### src/rtl/approx_add_err_monitor_if.sv
// Control, sample and report bundle for approx_add_err_monitor.
// r_bias exists only when ERR_BIAS_EN is defined.
interface approx_add_err_monitor_if #(
   parameter int W     = 16,
   parameter int CNT_W = 32,
   parameter int SSE_W = 66
);
   logic             start;
   logic [CNT_W-1:0] win_len;
   logic             busy;

   logic             s_valid;
   logic             s_ready;
   logic [W-1:0]     s_in1;
   logic [W-1:0]     s_in2;
   logic [W:0]       s_out;

   logic             r_valid;
   logic             r_ready;
   logic [CNT_W-1:0] r_samples;
   logic [CNT_W-1:0] r_err_cnt;
   logic [SSE_W-1:0] r_sse;
   logic [W+1:0]     r_max_abs;
   logic             r_ovf;

`ifdef ERR_BIAS_EN
   logic [SSE_W-1:0] r_bias;

   modport master (
      output start, win_len, s_valid, s_in1, s_in2, s_out, r_ready,
      input  busy, s_ready, r_valid, r_samples, r_err_cnt, r_sse, r_max_abs, r_ovf, r_bias
   );
   modport slave (
      input  start, win_len, s_valid, s_in1, s_in2, s_out, r_ready,
      output busy, s_ready, r_valid, r_samples, r_err_cnt, r_sse, r_max_abs, r_ovf, r_bias
   );
`else
   modport master (
      output start, win_len, s_valid, s_in1, s_in2, s_out, r_ready,
      input  busy, s_ready, r_valid, r_samples, r_err_cnt, r_sse, r_max_abs, r_ovf
   );
   modport slave (
      input  start, win_len, s_valid, s_in1, s_in2, s_out, r_ready,
      output busy, s_ready, r_valid, r_samples, r_err_cnt, r_sse, r_max_abs, r_ovf
   );
`endif
endinterface

### src/rtl/approx_add_err_monitor.sv
// Windowed error count / SSE / max|err| monitor for an approximate adder; ERR_BIAS_EN adds a signed error sum.
// Latency: a sample lands in r_* on the second edge after its accept; win_len==0 reports 2 cycles after start.
// Backpressure: s_ready never depends on r_ready; an unconsumed report holds r_* and blocks new windows.
module approx_add_err_monitor #(
   parameter int W     = 16,
   parameter int CNT_W = 32,
   parameter int SSE_W = 66
) (
   input  logic clk,
   input  logic rst_n,
   approx_add_err_monitor_if.slave bus
);
   localparam int EW    = W + 2;
   localparam int SQ_W  = 2*W + 2;
   localparam int SUM_W = ((SSE_W > SQ_W) ? SSE_W : SQ_W) + 1;
   localparam logic [SUM_W-1:0] SSE_MAX = {{(SUM_W-SSE_W){1'b0}}, {SSE_W{1'b1}}};

   typedef enum logic [1:0] {IDLE, RUN, DRAIN, REPORT} state_t;

   typedef struct packed {
      logic          neq;
      logic [EW-1:0] abs_err;
`ifdef ERR_BIAS_EN
      logic [EW-1:0] err;
`endif
   } s1_t;

   state_t           state;
   logic             busy_q;
   logic             s_ready_q;
   logic             r_valid_q;
   logic [CNT_W-1:0] win_len_q;
   logic [CNT_W-1:0] acc_cnt;

   logic             s1_vld;
   logic             s2_vld;
   s1_t              s1_q;
   s1_t              s1_d;

   logic [CNT_W-1:0] samples;
   logic [CNT_W-1:0] err_cnt;
   logic [SSE_W-1:0] sse;
   logic [EW-1:0]    max_abs;
   logic             ovf;
`ifdef ERR_BIAS_EN
   logic [SSE_W-1:0] bias;
`endif

   logic             accept;
   logic             clr;
   logic [W:0]       exact;
   logic [EW-1:0]    err;
   logic [SQ_W-1:0]  sq;
   logic [SUM_W-1:0] sse_sum;

   assign accept = bus.s_valid & s_ready_q;
   assign clr    = (state == IDLE) & bus.start;

   // Both the adder result and the exact sum are magnitudes; one extra bit holds the signed difference.
   assign exact = {1'b0, bus.s_in1} + {1'b0, bus.s_in2};
   assign err   = {1'b0, bus.s_out} - {1'b0, exact};

   always_comb begin
      s1_d         = '0;
      s1_d.neq     = (err != '0);
      s1_d.abs_err = err[EW-1] ? (~err + EW'(1)) : err;
`ifdef ERR_BIAS_EN
      s1_d.err     = err;
`endif
   end

   assign sq      = SQ_W'(s1_q.abs_err) * SQ_W'(s1_q.abs_err);
   assign sse_sum = SUM_W'(sse) + SUM_W'(sq);

   always_ff @(posedge clk or negedge rst_n) begin
      if (!rst_n) begin
         s1_vld  <= 1'b0;
         s2_vld  <= 1'b0;
         s1_q    <= '0;
         samples <= '0;
         err_cnt <= '0;
         sse     <= '0;
         max_abs <= '0;
         ovf     <= 1'b0;
`ifdef ERR_BIAS_EN
         bias    <= '0;
`endif
      end else begin
         s1_vld <= accept;
         s2_vld <= s1_vld;
         if (accept) begin
            s1_q <= s1_d;
         end
         if (clr) begin
            samples <= '0;
            err_cnt <= '0;
            sse     <= '0;
            max_abs <= '0;
            ovf     <= 1'b0;
`ifdef ERR_BIAS_EN
            bias    <= '0;
`endif
         end else if (s1_vld) begin
            samples <= samples + CNT_W'(1);
            err_cnt <= err_cnt + CNT_W'(s1_q.neq);
            // Clamp at all-ones; the overflow flag stays set until the next window starts.
            if (sse_sum > SSE_MAX) begin
               sse <= '1;
               ovf <= 1'b1;
            end else begin
               sse <= sse_sum[SSE_W-1:0];
            end
            if (s1_q.abs_err > max_abs) begin
               max_abs <= s1_q.abs_err;
            end
`ifdef ERR_BIAS_EN
            bias <= bias + SSE_W'($signed(s1_q.err));
`endif
         end
      end
   end

   always_ff @(posedge clk or negedge rst_n) begin
      if (!rst_n) begin
         state     <= IDLE;
         busy_q    <= 1'b0;
         s_ready_q <= 1'b0;
         r_valid_q <= 1'b0;
         win_len_q <= '0;
         acc_cnt   <= '0;
      end else begin
         case (state)
            IDLE: begin
               if (bus.start) begin
                  win_len_q <= bus.win_len;
                  acc_cnt   <= '0;
                  busy_q    <= 1'b1;
                  if (bus.win_len == '0) begin
                     state <= DRAIN;
                  end else begin
                     state     <= RUN;
                     s_ready_q <= 1'b1;
                  end
               end
            end
            RUN: begin
               if (accept) begin
                  acc_cnt <= acc_cnt + CNT_W'(1);
                  if (acc_cnt + CNT_W'(1) == win_len_q) begin
                     s_ready_q <= 1'b0;
                     state     <= DRAIN;
                  end
               end
            end
            DRAIN: begin
               // Report only once the last accepted sample has passed both stages.
               if (!s1_vld && !s2_vld) begin
                  state     <= REPORT;
                  r_valid_q <= 1'b1;
               end
            end
            REPORT: begin
               if (bus.r_ready) begin
                  state     <= IDLE;
                  r_valid_q <= 1'b0;
                  busy_q    <= 1'b0;
               end
            end
            default: state <= IDLE;
         endcase
      end
   end

   assign bus.busy      = busy_q;
   assign bus.s_ready   = s_ready_q;
   assign bus.r_valid   = r_valid_q;
   assign bus.r_samples = samples;
   assign bus.r_err_cnt = err_cnt;
   assign bus.r_sse     = sse;
   assign bus.r_max_abs = max_abs;
   assign bus.r_ovf     = ovf;
`ifdef ERR_BIAS_EN
   assign bus.r_bias    = bias;
`endif
endmodule
### src/flat_wrapper.sv
// flat-port wrapper written by rule: the top's interface ports become plain ports
module approx_add_err_monitor_flat 
#(
   parameter int W     = 16,
   parameter int CNT_W = 32,
   parameter int SSE_W = 66
)
  (clk, rst_n, bus_start, bus_win_len, bus_s_valid, bus_s_in1, bus_s_in2, bus_s_out, bus_r_ready, bus_busy, bus_s_ready, bus_r_valid, bus_r_samples, bus_r_err_cnt, bus_r_sse, bus_r_max_abs, bus_r_ovf);
  approx_add_err_monitor_if #(.W(W), .CNT_W(CNT_W), .SSE_W(SSE_W)) bus_i ();
  input  logic clk;
  input  logic rst_n;
  input wire logic [$bits(bus_i.start)-1:0] bus_start;
  input wire logic [$bits(bus_i.win_len)-1:0] bus_win_len;
  input wire logic [$bits(bus_i.s_valid)-1:0] bus_s_valid;
  input wire logic [$bits(bus_i.s_in1)-1:0] bus_s_in1;
  input wire logic [$bits(bus_i.s_in2)-1:0] bus_s_in2;
  input wire logic [$bits(bus_i.s_out)-1:0] bus_s_out;
  input wire logic [$bits(bus_i.r_ready)-1:0] bus_r_ready;
  output wire logic [$bits(bus_i.busy)-1:0] bus_busy;
  output wire logic [$bits(bus_i.s_ready)-1:0] bus_s_ready;
  output wire logic [$bits(bus_i.r_valid)-1:0] bus_r_valid;
  output wire logic [$bits(bus_i.r_samples)-1:0] bus_r_samples;
  output wire logic [$bits(bus_i.r_err_cnt)-1:0] bus_r_err_cnt;
  output wire logic [$bits(bus_i.r_sse)-1:0] bus_r_sse;
  output wire logic [$bits(bus_i.r_max_abs)-1:0] bus_r_max_abs;
  output wire logic [$bits(bus_i.r_ovf)-1:0] bus_r_ovf;
  assign bus_i.start = bus_start;
  assign bus_i.win_len = bus_win_len;
  assign bus_i.s_valid = bus_s_valid;
  assign bus_i.s_in1 = bus_s_in1;
  assign bus_i.s_in2 = bus_s_in2;
  assign bus_i.s_out = bus_s_out;
  assign bus_i.r_ready = bus_r_ready;
  assign bus_busy = bus_i.busy;
  assign bus_s_ready = bus_i.s_ready;
  assign bus_r_valid = bus_i.r_valid;
  assign bus_r_samples = bus_i.r_samples;
  assign bus_r_err_cnt = bus_i.r_err_cnt;
  assign bus_r_sse = bus_i.r_sse;
  assign bus_r_max_abs = bus_i.r_max_abs;
  assign bus_r_ovf = bus_i.r_ovf;
  approx_add_err_monitor #(.W(W), .CNT_W(CNT_W), .SSE_W(SSE_W)) u_core (.clk(clk), .rst_n(rst_n), .bus(bus_i));
endmodule
### config.mk
export PLATFORM = sky130hd
export DESIGN_NAME = approx_add_err_monitor_flat
export DESIGN_NICKNAME = d
export VERILOG_FILES = /design/src/rtl/approx_add_err_monitor_if.sv /design/src/rtl/approx_add_err_monitor.sv /design/src/flat_wrapper.sv
export SDC_FILE = /design/constraint.sdc
export NUM_CORES = 1
export LEC_CHECK = 0
export ABC_AREA = 1
export CAP_MARGIN = 5
export CORE_ASPECT_RATIO = 1.4
export CORE_UTILIZATION = 40
export CTS_CLUSTER_SIZE = 16
export DETAILED_ROUTE_END_ITERATION = 12
export DONT_BUFFER_PORTS = 1
export SYNTH_ARGS = -nofsm -noshare
export SYNTH_HDL_FRONTEND = slang
export SYNTH_SLANG_ARGS = --single-unit
### constraint.sdc
create_clock -name clk -period 9.25 [get_ports clk]
set_input_delay 1.85 -clock clk [delete_from_list [all_inputs] [get_ports clk]]
set_output_delay 1.85 -clock clk [all_outputs]
set_load 0.02 [all_outputs]
-- Word level (Yosys, flattened, before mapping)
Cells that the tools add are included.
- bits in read-only memories: 0
- memories kept: 0
- latch bits: 0
- output and inout bits: 152
- register bits after elaboration: 239
- memory bits (writable): 0
- input bits: 86
- logic and storage cells: 92
- multipliers: 1
- reductions and logical operators: 20
- div/mod/pow operators: 0
- bitwise operators: 3
- $lt $le $gt $ge: 2
- multiplexer cells: 34
- equal/unequal tests: 10
- shift operators: 0
- add/subtract/negate cells: 7
- operator list (kind ; count):
    66-bit two-way mux ; 3
    32-bit two-way mux ; 6
    18-bit two-way mux ; 4
    66-bit by 34-bit adder with 67-bit output ; 1
    67-bit by 66-bit greater-than comparator with 1-bit output, second input constant ; 1
    32-bit by 1-bit adder with 32-bit output, second input constant ; 2
    32-bit one-hot mux with 2 select lines ; 1
    18-bit by 18-bit multiplier with 34-bit output ; 1
    32-bit by 1-bit adder with 32-bit output ; 1
    32-bit equality test ; 1
    32-bit logical NOT ; 1
    18-bit by 1-bit adder with 18-bit output, second input constant ; 1
    18-bit greater-than comparator ; 1
    18-bit inverter ; 1
    18-bit nonzero test ; 1
    17-bit by 17-bit subtractor with 18-bit output ; 1
    16-bit by 16-bit adder with 17-bit output ; 1
    2-bit two-way mux ; 6
    2-bit nonzero test ; 6
    1-bit two-way mux ; 10
    5-bit AND reduction ; 2
    3-bit AND reduction ; 3
    2-bit one-hot mux with 4 select lines ; 1
    2-bit by 1-bit inequality test with 1-bit output, second input constant ; 3
    other kinds (9) ; 18

-- Longest topological paths before layout
- depth after elaboration: 6
- depth in mapped cells: 42
- mapped depth without buffers: 40

-- Worst setup path before layout
OpenSTA, ideal clock, no wires.
- path type: reg2reg
- start point: register u_core.s1_q[3] (netlist bit)
- end point: register u_core.sse[65] (netlist: u_core.bus.r_sse[65])
- clock period less this slack: 7.438 ns
- data required time: 9.174 ns
- cell stages (with the launch flop): 35
- slack: 1.812 ns
- path buffers: 2
- library setup time: 0.076 ns
- arrival: 7.361 ns
- path through: dfrtp_1 -> clkbuf_1 -> buf_1 -> nand2_1 -> fa_1 -> inv_1 -> fa_1 -> inv_1 -> fa_1 -> fa_1 -> inv_1 -> fa_1 -> inv_1 -> fa_1 -> inv_1 -> ha_1 -> a21oi_1 -> a21boi_0 -> o21ai_2 -> a21boi_0 -> o21ai_1 -> xor2_1 -> ha_1 -> nand2_1 -> nor2_1 -> inv_1 -> nor2_1 -> inv_1 -> nor2_1 -> a21oi_1 -> o21ai_1 -> nand3_1 -> nand2_1 -> nand2_1 -> o21ai_1
- longest elaborated chain between the ends: 6
- RTL lines (item ; RTL line ; text):
    start: declaration ; approx_add_err_monitor.sv:37 ; s1_t s1_q;
    start signal: assignment ; approx_add_err_monitor.sv:79 ; s1_q <= '0;
    start signal: assignment ; approx_add_err_monitor.sv:92 ; s1_q <= s1_d;
    18-bit by 18-bit multiplier with 34-bit output (*) ; approx_add_err_monitor.sv:72 ; assign sq = SQ_W'(s1_q.abs_err) * SQ_W'(s1_q.abs_err);
    66-bit by 34-bit adder with 67-bit output (*) ; approx_add_err_monitor.sv:73 ; assign sse_sum = SUM_W'(sse) + SUM_W'(sq);
    67-bit by 66-bit greater-than comparator with 1-bit output ; approx_add_err_monitor.sv:107 ; if (sse_sum > SSE_MAX) begin
    66-bit two-way mux (*) ; approx_add_err_monitor.sv:107 ;
    66-bit two-way mux (*) ; approx_add_err_monitor.sv:103 ; end else if (s1_vld) begin
    66-bit two-way mux (*) ; approx_add_err_monitor.sv:94 ; if (clr) begin
    end signal: assignment ; approx_add_err_monitor.sv:111 ; sse <= sse_sum[SSE_W-1:0];
    end: declaration ; approx_add_err_monitor.sv:42 ; logic [SSE_W-1:0] sse;
Mark *: on every way between the ends. The rest lies on a longest branch, timed or not. The select of a mux whose other input is x is not followed.
A chain may end at the register's enable or synchronous reset.

-- Final worst setup path
- start point: register u_core.s1_q[3] (netlist bit)
- end point: register u_core.sse[9] (netlist: u_core.bus.r_sse[9])
Same word-level chain as after synthesis.

==> summary.txt <==
Run status
  – Result of the run: finished, final reports clean

Worst setup path
  – FF-to-FF path depth: 33
  – Category of the critical setup timing path: reg -> reg
  – Slowest CP cell: dfrtp_1
  – Highest cell delay on the worst timing path: 0.91 ns
  – Setup slack on the worst flop-to-flop path: 0.67 ns
  – Launching element of the worst setup path: u_core.s1_q[3]
  – Critical Path Start Type: flop
  – Reg-to-Reg End: u_core.bus.r_sse[9]
  – Most frequent cell on the critical path: inv_1
  – Largest fanout on the critical path: 31
  – Launch point of the worst reg-to-reg path: u_core.s1_q[3]
  – Endpoint arrival time on the critical path: 9.08 ns
  – End point of the critical path: u_core.bus.r_sse[9]
  – Data required time of the critical path: 9.75 ns
  – Category of the worst setup path capture point: flop

CTS
  – Hold buffers post-CTS: 0
  – Number of clock buffers inserted by TritonCTS: 30
  – Clock Sink Count: 239
  – Clock Latency Late Sink: 0.60 ns
  – Depth of the CTS H-tree: 1
  – CTS tree: done
  – Maximum number of buffers from clock root to sink: 3
  – Clock tree root driver cell: clkbuf_16
  – Clock slew at the register clock pins of the worst setup and hold paths: 0.06 ns
  – Post-CTS repair timing setup buffer count: 0

STA
  – Count of pins over their slew limit: 0
  – Setup repair after global routing missed its margin: no
  – Fin Setup TNS: 0 ns
  – Final Hold Violating Endpoints: 0
  – Maximum clock frequency: 117 MHz
  – Worst clock skew: 0.0306 ns
  – Final Cycle Share: 0.928
  – Transition time at the pin with the least slew margin: 0.927 ns
  – Count of final setup violators: 0
  – Clock period minus worst slack: 8.58 ns
  – Relative max-transition margin: 0.380

Synth
  – #FFs+latches synth: 239
  – Fraction of synthesis flops using an asynchronous set or reset pin: 1.00
  – Synthesized area divided by synthesized cell count: 7.30 um^2
  – Number of enable-type register cells in the synthesized netlist: 0
  – Cell accounting for the most synthesized area: dfrtp_1
  – Number of warning messages in the yosys log: 0
  – Ranking of synthesized cells by area: dfrtp_1, fa_1, nand2_1, inv_1, ha_1
  – Fraction of synthesized cell area taken by the top area cell type: 0.227
  – Post-synth cell types: 57
  – Cell area after technology mapping: 26400 um^2
  – Syn_nets: 4124
  – Cells after Synth: 3615
  – Top flip-flop cell by instance count after synthesis: dfrtp_1
  – Post-synthesis sequential area ratio: 0.227

Global routing
  – Number of global-route vias before repair: 23200
  – Largest net degree at the start of global routing: 240
  – Tot GR Track Use: 0.238
  – Wire length of the first global-routing pass: 126000 um
  – Total grt overflow: 0
  – Initial antenna violation count: 3

Layout
  – Commonest cells after routing, fill and taps aside: nand2_1, inv_1, nor2_1, fa_1, dfrtp_1
  – Ratio of cells with drive above 1 in the final layout: 0.0402
  – Final core utilization: 0.433
  – NumNets Final: 4091
  – Antenna diode count: 0
  – Most common library cell in the layout ignoring fill and taps: nand2_1
  – Layout overhead on the synthesized area: 7.41%

Detailed routing
  – Drt pass-1 iters: 6
  – Detailed-route vias per instance: 5.16
  – Detailed-route DRC error count: 0
  – WL final: 78400 um
  – Number of antenna-violating nets in the routed design: 0
  – Detailed-route via count: 23000
  – Wire per inst: 17.6 um
  – Detailed Route Iter0 Violations: 1037

Floorplan
  – Standard-cell rows: 111
  – Top-Level Pins: 238
  – Vertical extent of the die: 306 um
  – Area enclosed by the die boundary: 67000 um^2
  – Starting Density: 0.403
  – Placeable core region: 65400 um^2
  – X dimension of the die: 219 um

Place
  – DP Wirelength: 62900 um
  – Total of buffers placed on input and output ports: 0
  – Routability congestion estimate from global placement: 0.941

Worst hold path
  – Worst hold-check path type: reg -> reg

Run
  – Number of max-cap violations: 0
-- logic make-up after synthesis --
family | after synthesis | synth area share
simple gates | 1547 | 0.253
buf+inv | 829 | 0.119
compound gates | 497 | 0.105
fa+ha+maj | 423 | 0.268
flops | 239 | 0.227
xor+xnor | 79 | 0.0278
mux | 1 | 0.000379
-- worst min-delay path by stage --
| stage | start | endpoint | slack, ns | depth (start not counted) |
|---|---|---|---|---|
| finish | u_core.win_len_q[4] | u_core.win_len_q[4] | 0.50 | 2 |
| global placement | u_core.win_len_q[31] | u_core.win_len_q[31] | 0.49 | 2 |
| floorplan | u_core.s1_vld | u_core.s2_vld | 0.39 | 0 |
| CTS | u_core.win_len_q[4] | u_core.win_len_q[4] | 0.50 | 2 |
| detailed placement | u_core.win_len_q[4] | u_core.win_len_q[4] | 0.49 | 2 |
| global route | u_core.win_len_q[31] | u_core.win_len_q[31] | 0.52 | 2 |
-- synth_stat cells, drive strengths merged, types with 24 or more instances --
cell / count
nand2: 888
inv: 740
nor2: 280
dfrtp: 239
fa: 238
nand3: 194
a21oi: 191
ha: 185
o21ai: 175
clkbuf: 64
nor3: 64
xor2: 48
nand4: 42
o22ai: 41
nor4: 37
xnor2: 28
buf: 24
-- critical path, delay by kind of cell (launching register included) --
| family | cells | cell delay (ns) |
|---|---|---|
| DFF | 1 | 0.91 |
| buffers and inverters | 8 | 0.75 |
| AOI/OAI and AO/OA | 8 | 1.59 |
| and+or+nand+nor | 8 | 1.16 |
| xor gates and xnor gates | 1 | 0.16 |
| adders and majority gates | 8 | 3.88 |
-- stage by stage --
stage,instance area [um^2],hold WS (ns),std cells,setup WS (ns)
floorplan,26400,0.390,3615,1.81
global placement,27300,0.487,4397,0.540
detailed placement,27300,0.486,4397,0.518
CTS,28300,0.504,4453,0.464
global route,28300,0.519,4453,0.0251
finish,28300,0.501,4453,0.669
-- registers in the layout, summed over array words and instances, names as in the netlist --
| name | count |
|---|---|
| u_core.bus.s_ready | 1 |
| u_core.win_len_q | 32 |
| u_core.bus.r_sse | 66 |
| u_core.s1_vld | 1 |
| u_core.state | 2 |
| u_core.acc_cnt | 32 |
| u_core.bus.r_ovf | 1 |
| u_core.bus.r_max_abs | 18 |
| u_core.bus.r_samples | 32 |
| u_core.bus.busy | 1 |
| u_core.bus.r_err_cnt | 32 |
| u_core.bus.r_valid | 1 |
| u_core.s2_vld | 1 |
| u_core.s1_q | 19 |
-- metal layers --
metal,wire [um],vias to the layer above,GRT usage
met2,39000,651,0.419
met5,13,-,0
met3,5920,125,0.0562
met1,31000,10900,0.285
met4,2470,2,0.0722
li1,-,11300,-
-- layout make-up --
cell class | instances | area, um^2
clock buffer | 39 | 846
clock inverter | 17 | 204
fill | 6732 | 37100
inverter | 741 | 2790
multi-input combinational | 2547 | 17300
sequential | 239 | 5980
tap | 847 | 1060
timing repair buffer | 23 | 173
-- repair_timing --
action,in CTS,in global routing
gates resized for setup,0,5
endpoints found under the hold margin,0,0
endpoints found under the setup margin,0,35
Power is left out: the tool's default activity adds up to more than one toggle a clock period on the data nets, which glitch-free logic cannot reach.
